`config.mk`:
```
export PLATFORM = sky130hd
export DESIGN_NAME = strip_mem_arbiter
export DESIGN_NICKNAME = d
export VERILOG_FILES = /design/src/rtl/strip_mem_arbiter.sv
export SDC_FILE = /design/constraint.sdc
export NUM_CORES = 1
export LEC_CHECK = 0
export ABC_AREA = 1
export ABC_CLOCK_PERIOD_IN_PS = 4250
export BUFFER_PORTS_ARGS = -buffer_cell sky130_fd_sc_hd__clkbuf_2
export CORE_ASPECT_RATIO = 0.6
export CORE_MARGIN = 2
export CORE_UTILIZATION = 48
export DETAILED_ROUTE_END_ITERATION = 7
export PLACE_DENSITY = 0.85
export SLEW_MARGIN = 20
export SYNTH_ARGS = -nofsm -noshare
export SYNTH_HDL_FRONTEND = slang
export SYNTH_SLANG_ARGS = --single-unit
export TNS_END_PERCENT = 1
```
`constraint.sdc`:
```
create_clock -name clk -period 4.25 [get_ports clk]
set_clock_uncertainty 0.05 [all_clocks]
set_input_delay 0.425 -clock clk [delete_from_list [all_inputs] [get_ports clk]]
set_output_delay 0.425 -clock clk [all_outputs]
set_load 0.02 [all_outputs]
```
`src/rtl/strip_mem_arbiter.sv`:
```
// Round-robin read arbiter for the strip drivers sharing one memory.
// Each port reads inside its own PORT_STRIDE region; responses return in grant order.
module strip_mem_arbiter #(
    parameter int NUM_PORTS     = 4,
    parameter int ADDRESS_WIDTH = 13,
    parameter int DATA_WIDTH    = 8,
    parameter int PORT_STRIDE   = 600,
    parameter int MEM_LATENCY   = 1
) (
    input  logic                               clk,
    input  logic                               rst,
    input  logic [NUM_PORTS-1:0]               req_valid,
    input  logic [NUM_PORTS*ADDRESS_WIDTH-1:0] req_addr,
    output logic [NUM_PORTS-1:0]               req_ready,
    output logic [NUM_PORTS-1:0]               rsp_valid,
    output logic [DATA_WIDTH-1:0]              rsp_data,
    output logic                               rsp_err,
    output logic [ADDRESS_WIDTH-1:0]           mem_addr,
    output logic                               mem_read_enable,
    input  logic [DATA_WIDTH-1:0]              mem_data
);

    localparam int IDX_W = (NUM_PORTS > 1) ? $clog2(NUM_PORTS) : 1;

    logic [IDX_W-1:0]         last_grant;
    logic [NUM_PORTS-1:0]     grant;
    logic [IDX_W-1:0]         grant_idx;
    logic [IDX_W-1:0]         cand;
    logic                     grant_any;
    logic [ADDRESS_WIDTH-1:0] offs [NUM_PORTS];
    logic [ADDRESS_WIDTH-1:0] sel_off;
    logic                     in_range;
    logic [ADDRESS_WIDTH-1:0] next_addr;

    // In-flight requests: stage s is visible s+1 cycles after the handshake.
    logic             pipe_valid [MEM_LATENCY+1];
    logic [IDX_W-1:0] pipe_port  [MEM_LATENCY+1];
    logic             pipe_err   [MEM_LATENCY+1];

    for (genvar g = 0; g < NUM_PORTS; g++) begin : g_offs
        assign offs[g] = req_addr[g*ADDRESS_WIDTH +: ADDRESS_WIDTH];
    end

    always_comb begin
        grant     = '0;
        grant_idx = '0;
        grant_any = 1'b0;
        cand      = '0;
        if (!rst) begin
            for (int k = 1; k <= NUM_PORTS; k++) begin
                cand = IDX_W'((int'(last_grant) + k) % NUM_PORTS);
                if (!grant_any && req_valid[cand]) begin
                    grant_any = 1'b1;
                    grant_idx = cand;
                end
            end
            if (grant_any) begin
                grant[grant_idx] = 1'b1;
            end
        end
    end

    assign req_ready = grant;
    assign sel_off   = offs[grant_idx];
    assign in_range  = (32'(sel_off) < 32'(PORT_STRIDE));
    assign next_addr = ADDRESS_WIDTH'(int'(grant_idx) * PORT_STRIDE + int'(sel_off));

    always_ff @(posedge clk) begin
        if (rst) begin
            last_grant      <= IDX_W'(NUM_PORTS - 1);
            mem_addr        <= '0;
            mem_read_enable <= 1'b0;
            rsp_valid       <= '0;
            rsp_data        <= '0;
            rsp_err         <= 1'b0;
            for (int s = 0; s <= MEM_LATENCY; s++) begin
                pipe_valid[s] <= 1'b0;
                pipe_port[s]  <= '0;
                pipe_err[s]   <= 1'b0;
            end
        end else begin
            if (grant_any) begin
                last_grant <= grant_idx;
            end
            // Out-of-range requests are granted but never reach the memory.
            mem_read_enable <= grant_any && in_range;
            if (grant_any && in_range) begin
                mem_addr <= next_addr;
            end

            pipe_valid[0] <= grant_any;
            pipe_port[0]  <= grant_idx;
            pipe_err[0]   <= grant_any && !in_range;
            for (int s = 1; s <= MEM_LATENCY; s++) begin
                pipe_valid[s] <= pipe_valid[s-1];
                pipe_port[s]  <= pipe_port[s-1];
                pipe_err[s]   <= pipe_err[s-1];
            end

            rsp_valid <= '0;
            rsp_err   <= 1'b0;
            if (pipe_valid[MEM_LATENCY]) begin
                rsp_valid[pipe_port[MEM_LATENCY]] <= 1'b1;
                rsp_err  <= pipe_err[MEM_LATENCY];
                rsp_data <= pipe_err[MEM_LATENCY] ? '0 : mem_data;
            end
        end
    end

endmodule

```
======== Word level (Yosys, flattened, before mapping) ========
Memory sizes are Yosys's and may differ from the RTL's.
Cells that the tools add are included.
word-level totals
  flip-flop bits (word level) ............. 29
  bits in writable memories ............... 8
  input bits .............................. 66
  output and inout bits ................... 31
  logic and storage cells ................. 87
  memories kept ........................... 3
memories
  name        words  width  rd ports  clocked after memory_dff  write ports  line  text
  pipe_port   2      2      2         0                         2            37    logic [IDX_W-1:0] pipe_port [MEM_LATENCY+1];
  pipe_err    2      1      2         0                         2            38    logic pipe_err [MEM_LATENCY+1];
  pipe_valid  2      1      2         0                         2            36    logic pipe_valid [MEM_LATENCY+1];
cells by class
  add/sub/neg operators ................... 5
  multiply operators ...................... 1
  order comparisons ....................... 10
  mux-type cells .......................... 42
  bitwise gates (word level) .............. 8
  reductions and logical operators ........ 12
operators with widths
  cell                  number
  $bmux 13 s2           1
  $mux 13               2
  $mux 1                22
  $lt 2x3->1 const B    6
  $mux 2                8
  $add 12x13->13        1
  $lt 13x10->1 const B  1
  $mul 2x7->9 const B   1
  $bmux 1 s2            4
  $mux 4                2
  $mux 8                1
  $logic_and 1x1->1     7
  $or 1x1->1            6
  $add 2x1->2 const B   2
  $add 2x2->2 const B   2
  $demux 1 s2           2
  $ge 2x1->1 const B    2
  $logic_not 1->1       4
  $ge 3x3->1 const B    1
  $not 2->3             1
  $reduce_or 2->1       1
  $not 1->1             1

======== Longest topological paths before layout ========
  depth after elaboration ................. 26
  mapped depth ............................ 31
  gate-level depth less buffers ........... 29

======== Worst setup path after synthesis ========
No wires, ideal clock.
  kind .................................... register to register
  from .................................... reg last_grant[1]
  to ...................................... reg mem_addr[11]
  library setup time ...................... 111 ps
  data arrival time ....................... 3230 ps
  data required time ...................... 4089 ps
  setup slack ............................. 858 ps
  cell stages (with the launch flop) ...... 27
  buffers on the path ..................... 3
  period minus slack after synthesis ...... 3392 ps
  cells stage by stage .................... dfxtp_1 -> buf_2 -> inv_1 -> nand2_1 -> nand2_2 -> nand2_2 -> nand2_2 -> inv_1 -> nand2_1 -> nor2_1 -> nand2_2 -> nand2_4 -> nand2_4 -> buf_4 -> buf_2 -> ha_1 -> fa_1 -> o21ai_0 -> nand2_1 -> nand2_1 -> a21oi_1 -> o21ai_0 -> nand2_1 -> nand3_1 -> nand2_1 -> nor2_1 -> nor2_1
on the way
  word-level cells in the longest chain between the ends .. 24
  elaborated cells on any way between the ends .. 41
  those cells by class .................... 5 x add/sub; 1 x mul; 1 x order compare; 26 x mux; 1 x bitwise; 7 x reduce/logical
ends and longest elaborated chain
  element                                               line  text
  start, declared                                       25    logic [IDX_W-1:0] last_grant;
  start signal, assigned                                70    last_grant <= IDX_W'(NUM_PORTS - 1);
  start signal, assigned                                83    last_grant <= grant_idx;
  branches (longest 24 deep; another with $add 2x1->2)  -
  end signal, assigned                                  88    mem_addr <= next_addr;
  end, declared                                         18    output logic [ADDRESS_WIDTH-1:0] mem_addr,
Several ways; the timed one is not identified. The select of a mux whose other input is x is not followed.
A chain may end at the register's enable or synchronous reset.

======== Final worst setup path ========
Same ends and word-level chain as after synthesis.

==> impl_results.html <==
<table>
<tr><th>Metric</th><th>Value</th></tr>
<tr><th colspan="2">Critical path</th></tr>
<tr><td>Worst EP arrival</td><td>3880 ps</td></tr>
<tr><td>Critical register-to-register path endpoint</td><td>mem_addr[11]$_SDFFE_PP0P_</td></tr>
<tr><td>Type of the worst setup path</td><td>register to register</td></tr>
<tr><td>Depth of the worst register-to-register path</td><td>27</td></tr>
<tr><td>Register-to-Register Setup Slack</td><td>500 ps</td></tr>
<tr><td>Required time reported for the critical path endpoint</td><td>4380 ps</td></tr>
<tr><td>Crit path capture type</td><td>register</td></tr>
<tr><td>Maximum fanout count along the critical path</td><td>18</td></tr>
<tr><td>Startpoint class of the critical path</td><td>register</td></tr>
<tr><td>Crit Reg-Reg Startpoint</td><td>last_grant[1]$_SDFFE_PP1P_</td></tr>
<tr><th colspan="2">Power</th></tr>
<tr><td>Final Total Pwr</td><td>2.75 mW</td></tr>
<tr><td>Power Density</td><td>926 mW/mm2</td></tr>
<tr><td>Total leakage power</td><td>1.65 nW</td></tr>
<tr><td>Worst ir drop on vdd</td><td>507 uV</td></tr>
<tr><th colspan="2">Die</th></tr>
<tr><td>Die area</td><td>0.00551 mm2</td></tr>
<tr><td>Die height</td><td>58.3 um</td></tr>
<tr><td>Initial cell density of the core</td><td>50.6%</td></tr>
<tr><td>Width of the chip</td><td>94.5 um</td></tr>
<tr><td>Io pins</td><td>97</td></tr>
<tr><td>Placeable core region</td><td>0.00466 mm2</td></tr>
<tr><td>Cell row count</td><td>19</td></tr>
<tr><th colspan="2">Synth</th></tr>
<tr><td>Average cell area after synthesis</td><td>6.52 um2</td></tr>
<tr><td>Sequential share of the synthesized area</td><td>31.4%</td></tr>
<tr><td>Cell count after synthesis</td><td>362</td></tr>
<tr><td>Post-synth design cell area</td><td>0.00236 mm2</td></tr>
<tr><td>Yosys warns</td><td>0</td></tr>
<tr><td>Synth Net Count</td><td>438</td></tr>
<tr><td>Flip-flop and latch count after synthesis</td><td>37</td></tr>
<tr><td>Unique masters post-synth</td><td>35</td></tr>
<tr><th colspan="2">Detailed routing</th></tr>
<tr><td>Post-route ant nets</td><td>0</td></tr>
<tr><td>DRC Markers</td><td>0</td></tr>
<tr><td>Post-detailed-route via-to-cell ratio</td><td>4.78</td></tr>
<tr><td>Iteration count of the initial detailed-routing pass</td><td>4</td></tr>
<tr><td>Total vias in the final route</td><td>2,468</td></tr>
<tr><td>Wirelength, routed</td><td>5970 um</td></tr>
<tr><td>Number of DRC markers in iteration 0</td><td>120</td></tr>
<tr><td>WL per Instance</td><td>11.6 um</td></tr>
<tr><th colspan="2">Min path</th></tr>
<tr><td>Worst Min Path Start</td><td>mem_data[3]</td></tr>
<tr><td>Worst hold endpoint</td><td>rsp_data[3]$_SDFFE_PP0P_</td></tr>
<tr><td>Hold/Removal Path Class</td><td>input port to register</td></tr>
<tr><td>Hold depth</td><td>3</td></tr>
<tr><th colspan="2">Layout</th></tr>
<tr><td>Diodes inserted</td><td>0</td></tr>
<tr><td>Number of fill cells</td><td>448</td></tr>
<tr><td>Ratio of cells with drive above 1 in the final layout</td><td>28.3%</td></tr>
<tr><td>FF/Latch Area</td><td>743 um2</td></tr>
<tr><td>Multi-input gate area</td><td>0.00133 mm2</td></tr>
<tr><td>Non-filler cells in the finished layout</td><td>516</td></tr>
<tr><td>Final nets</td><td>528</td></tr>
<tr><td>Area Growth Syn to Fin</td><td>25.7%</td></tr>
<tr><th colspan="2">Timing</th></tr>
<tr><td>Final period utilization</td><td>88.3%</td></tr>
<tr><td>Setup tns final</td><td>0 ps</td></tr>
<tr><td>Total setup violations reported at the end of the flow</td><td>0</td></tr>
<tr><td>Maximum clock rate</td><td>266 MHz</td></tr>
<tr><td>Period minus WS final</td><td>3750 ps</td></tr>
<tr><td>Setup repair after global routing missed its margin</td><td>no</td></tr>
<tr><td>Worst-case headroom to the max-slew limit</td><td>74.2%</td></tr>
<tr><td>Final hold violation count</td><td>0</td></tr>
<tr><td>Post-route worst hold slack</td><td>334 ps</td></tr>
<tr><td>Max-slew violation total from the final report</td><td>0</td></tr>
<tr><td>Slew @ Worst Pin</td><td>387 ps</td></tr>
<tr><th colspan="2">Global route</th></tr>
<tr><td>Number of antenna violations at the first check in global routing</td><td>0</td></tr>
<tr><td>Wire length of the first global-routing pass</td><td>9710 um</td></tr>
<tr><td>Vias in the first global route</td><td>2,175</td></tr>
<tr><td>Sum of overflow across all layers after global routing</td><td>0</td></tr>
<tr><td>Tot GR Track Use</td><td>22.1%</td></tr>
<tr><td>Maximum number of pins on one net before global-route repair</td><td>25</td></tr>
<tr><th colspan="2">Place</th></tr>
<tr><td>Placed Instances</td><td>508</td></tr>
<tr><td>Quantity of I/O buffers inserted on ports</td><td>96</td></tr>
<tr><td>HPWL after DPL</td><td>4720 um</td></tr>
<tr><td>Last weighted congestion value of the routability-driven placer</td><td>0.909</td></tr>
<tr><th colspan="2">Clock network</th></tr>
<tr><td>Clock slew at the register clock pins of the worst setup and hold paths</td><td>80 ps</td></tr>
<tr><td>Clock buffer count from CTS</td><td>5</td></tr>
<tr><td>CTS Root Buffer Type</td><td>sky130_fd_sc_hd__clkbuf_8</td></tr>
<tr><td>H-tree lvl count</td><td>2</td></tr>
<tr><td>CTS tree</td><td>done</td></tr>
<tr><td>CTS sink cnt</td><td>37</td></tr>
<tr><td>Max Root-Sink Buffers</td><td>2</td></tr>
<tr><td>Worst-skew pair later-pin latency</td><td>280 ps</td></tr>
<tr><th colspan="2">Status</th></tr>
<tr><td>Run status</td><td>completed</td></tr>
<tr><th colspan="2">Job</th></tr>
<tr><td>Maximum capacitance violations</td><td>0</td></tr>
</table>
[report_power, final]
group	total (mW)	switching (mW)	leakage [nW]	internal [mW]
logic	1.88	1.24	1.28	0.646
clock network	0.365	0.128	0.0687	0.236
registers	0.499	0.0611	0.302	0.437
[worst max path at each step]
| stage | from | endpoint | slack [ps] | cells after the start |
|---|---|---|---|---|
| floorplan | last_grant[1]$_SDFFE_PP1P_ | mem_addr[11]$_SDFFE_PP0P_ | 860 | 26 |
| global placement | last_grant[1]$_SDFFE_PP1P_ | mem_addr[11]$_SDFFE_PP0P_ | 580 | 27 |
| detailed placement | last_grant[1]$_SDFFE_PP1P_ | mem_addr[11]$_SDFFE_PP0P_ | 320 | 27 |
| CTS | last_grant[1]$_SDFFE_PP1P_ | mem_addr[11]$_SDFFE_PP0P_ | 270 | 27 |
| global route | last_grant[1]$_SDFFE_PP1P_ | mem_addr[11]$_SDFFE_PP0P_ | 80 | 28 |
| finish | last_grant[1]$_SDFFE_PP1P_ | mem_addr[11]$_SDFFE_PP0P_ | 500 | 27 |
[synthesized netlist by cell type, drive strengths merged]
master / n / share of area [%]
nand2: 133 / 23
inv: 46 / 7.4
dfxtp: 37 / 31
nand3: 35 / 8.2
nor2: 28 / 5.1
a21oi: 18 / 3.8
o21ai: 13 / 2.8
buf: 12 / 4.1
ha: 9 / 4.8
nor3: 5 / 1.1
o22ai: 5 / 1.3
xnor2: 5 / 1.9
o211ai: 3 / 1.2
a22oi: 2 / 0.64
clkbuf: 2 / 0.32
clkinv: 2 / 0.37
nand4: 2 / 0.53
a211oi: 1 / 0.32
a22o: 1 / 0.37
fa: 1 / 0.85
nand3b: 1 / 0.32
xor2: 1 / 0.37
[sequential cells by signal, indices dropped and copies added (netlist names)]
name / flops
mem_addr: 13
rsp_valid: 4
pipe_port: 4
pipe_valid: 2
rsp_data: 8
rsp_err: 1
last_grant: 2
mem_read_enable: 1
pipe_err: 2
[cell type report]
class                           instances  area share, %
Inverter                               48           6.33
Clock inverter                          3           2.32
Clock buffer                            5           2.32
Timing Repair Buffer                   97           16.5
Multi-Input combinational cell        263           44.9
Sequential cell                        37           25.1
Tap cell                               63           2.66
[cell usage in the layout, fill, tap and decap left out, types with 4 or more instances in the layout]
cell type                    n
sky130_fd_sc_hd__a21oi_1    18
sky130_fd_sc_hd__clkbuf_2   96
sky130_fd_sc_hd__clkbuf_8    5
sky130_fd_sc_hd__dfxtp_1    35
sky130_fd_sc_hd__ha_1        9
sky130_fd_sc_hd__inv_1      44
sky130_fd_sc_hd__nand2_1   120
sky130_fd_sc_hd__nand2_2    11
sky130_fd_sc_hd__nand3_1    33
sky130_fd_sc_hd__nor2_1     26
sky130_fd_sc_hd__nor3_1      5
sky130_fd_sc_hd__o21ai_0     4
sky130_fd_sc_hd__o21ai_1     9
sky130_fd_sc_hd__o22ai_1     5
sky130_fd_sc_hd__xnor2_1     5
[through the flow]
| stage | worst slack (ps) | cell area [um2] | utilization, % |
|---|---|---|---|
| after floorplan | 858 | 2360 | - |
| after global placement | 575 | 2820 | 60.6 |
| after detailed placement | 316 | 2820 | 60.6 |
| after CTS | 269 | 2960 | 63.5 |
| after global routing | 82.2 | 2970 | 63.6 |
| final | 497 | 2970 | 63.6 |
[what timing repair did]
action / in CTS / in global routing
hold endpoints to repair: 0 / 0
hold buffers: 0 / 0
setup buffers: 0 / 0
resized for setup: 0 / 6
endpoints found under the setup margin: 0 / 1
[worst max-delay path, cell delays in order (launching register included)]
cell and delay [ps]:
sky130_fd_sc_hd__dfxtp_2 410, sky130_fd_sc_hd__inv_1 120, sky130_fd_sc_hd__nand2_1 90, sky130_fd_sc_hd__nand2_1 90
sky130_fd_sc_hd__nand2_2 80, sky130_fd_sc_hd__nand2_2 70, sky130_fd_sc_hd__nor2_4 110, sky130_fd_sc_hd__nand2_1 60
sky130_fd_sc_hd__nor2_1 130, sky130_fd_sc_hd__nand2_1 90, sky130_fd_sc_hd__nand2_2 100, sky130_fd_sc_hd__nand2_2 210
sky130_fd_sc_hd__clkinv_4 210, sky130_fd_sc_hd__nand2_1 70, sky130_fd_sc_hd__nand2_1 90, sky130_fd_sc_hd__ha_1 150
sky130_fd_sc_hd__inv_1 60, sky130_fd_sc_hd__fa_1 460, sky130_fd_sc_hd__o21ai_1 220, sky130_fd_sc_hd__nand2_1 70
sky130_fd_sc_hd__nand2_1 60, sky130_fd_sc_hd__a21oi_1 90, sky130_fd_sc_hd__o21ai_0 180, sky130_fd_sc_hd__nand2_1 90
sky130_fd_sc_hd__nand3_1 70, sky130_fd_sc_hd__nand2_1 60, sky130_fd_sc_hd__nor2_1 100, sky130_fd_sc_hd__nor2_1 60
[routing by layer]
| metal | GRT usage [%] | vias up | wire length [um] |
|---|---|---|---|
| met5 | 0 | - | 0 |
| met4 | 4.35 | 0 | 23 |
| met3 | 3.71 | 2 | 435 |
| met2 | 34.4 | 86 | 2530 |
| met1 | 32.8 | 1057 | 2980 |
| li1 | - | 1323 | - |
[logic make-up (layout without fill, tap and decap cells)]
family | after synthesis | in the layout | share of synthesized area, %
buffers and inverters | 62 | 153 | 12.2
flip-flops | 37 | 37 | 31.4
XOR/XNOR | 6 | 6 | 2.23
adder cells (fa/ha/maj) | 10 | 10 | 5.62
AND/OR/NAND/NOR | 204 | 204 | 38.1
AO/OA/AOI/OAI | 43 | 43 | 10.4
Note: power is estimated with default switching activity, not from simulation.
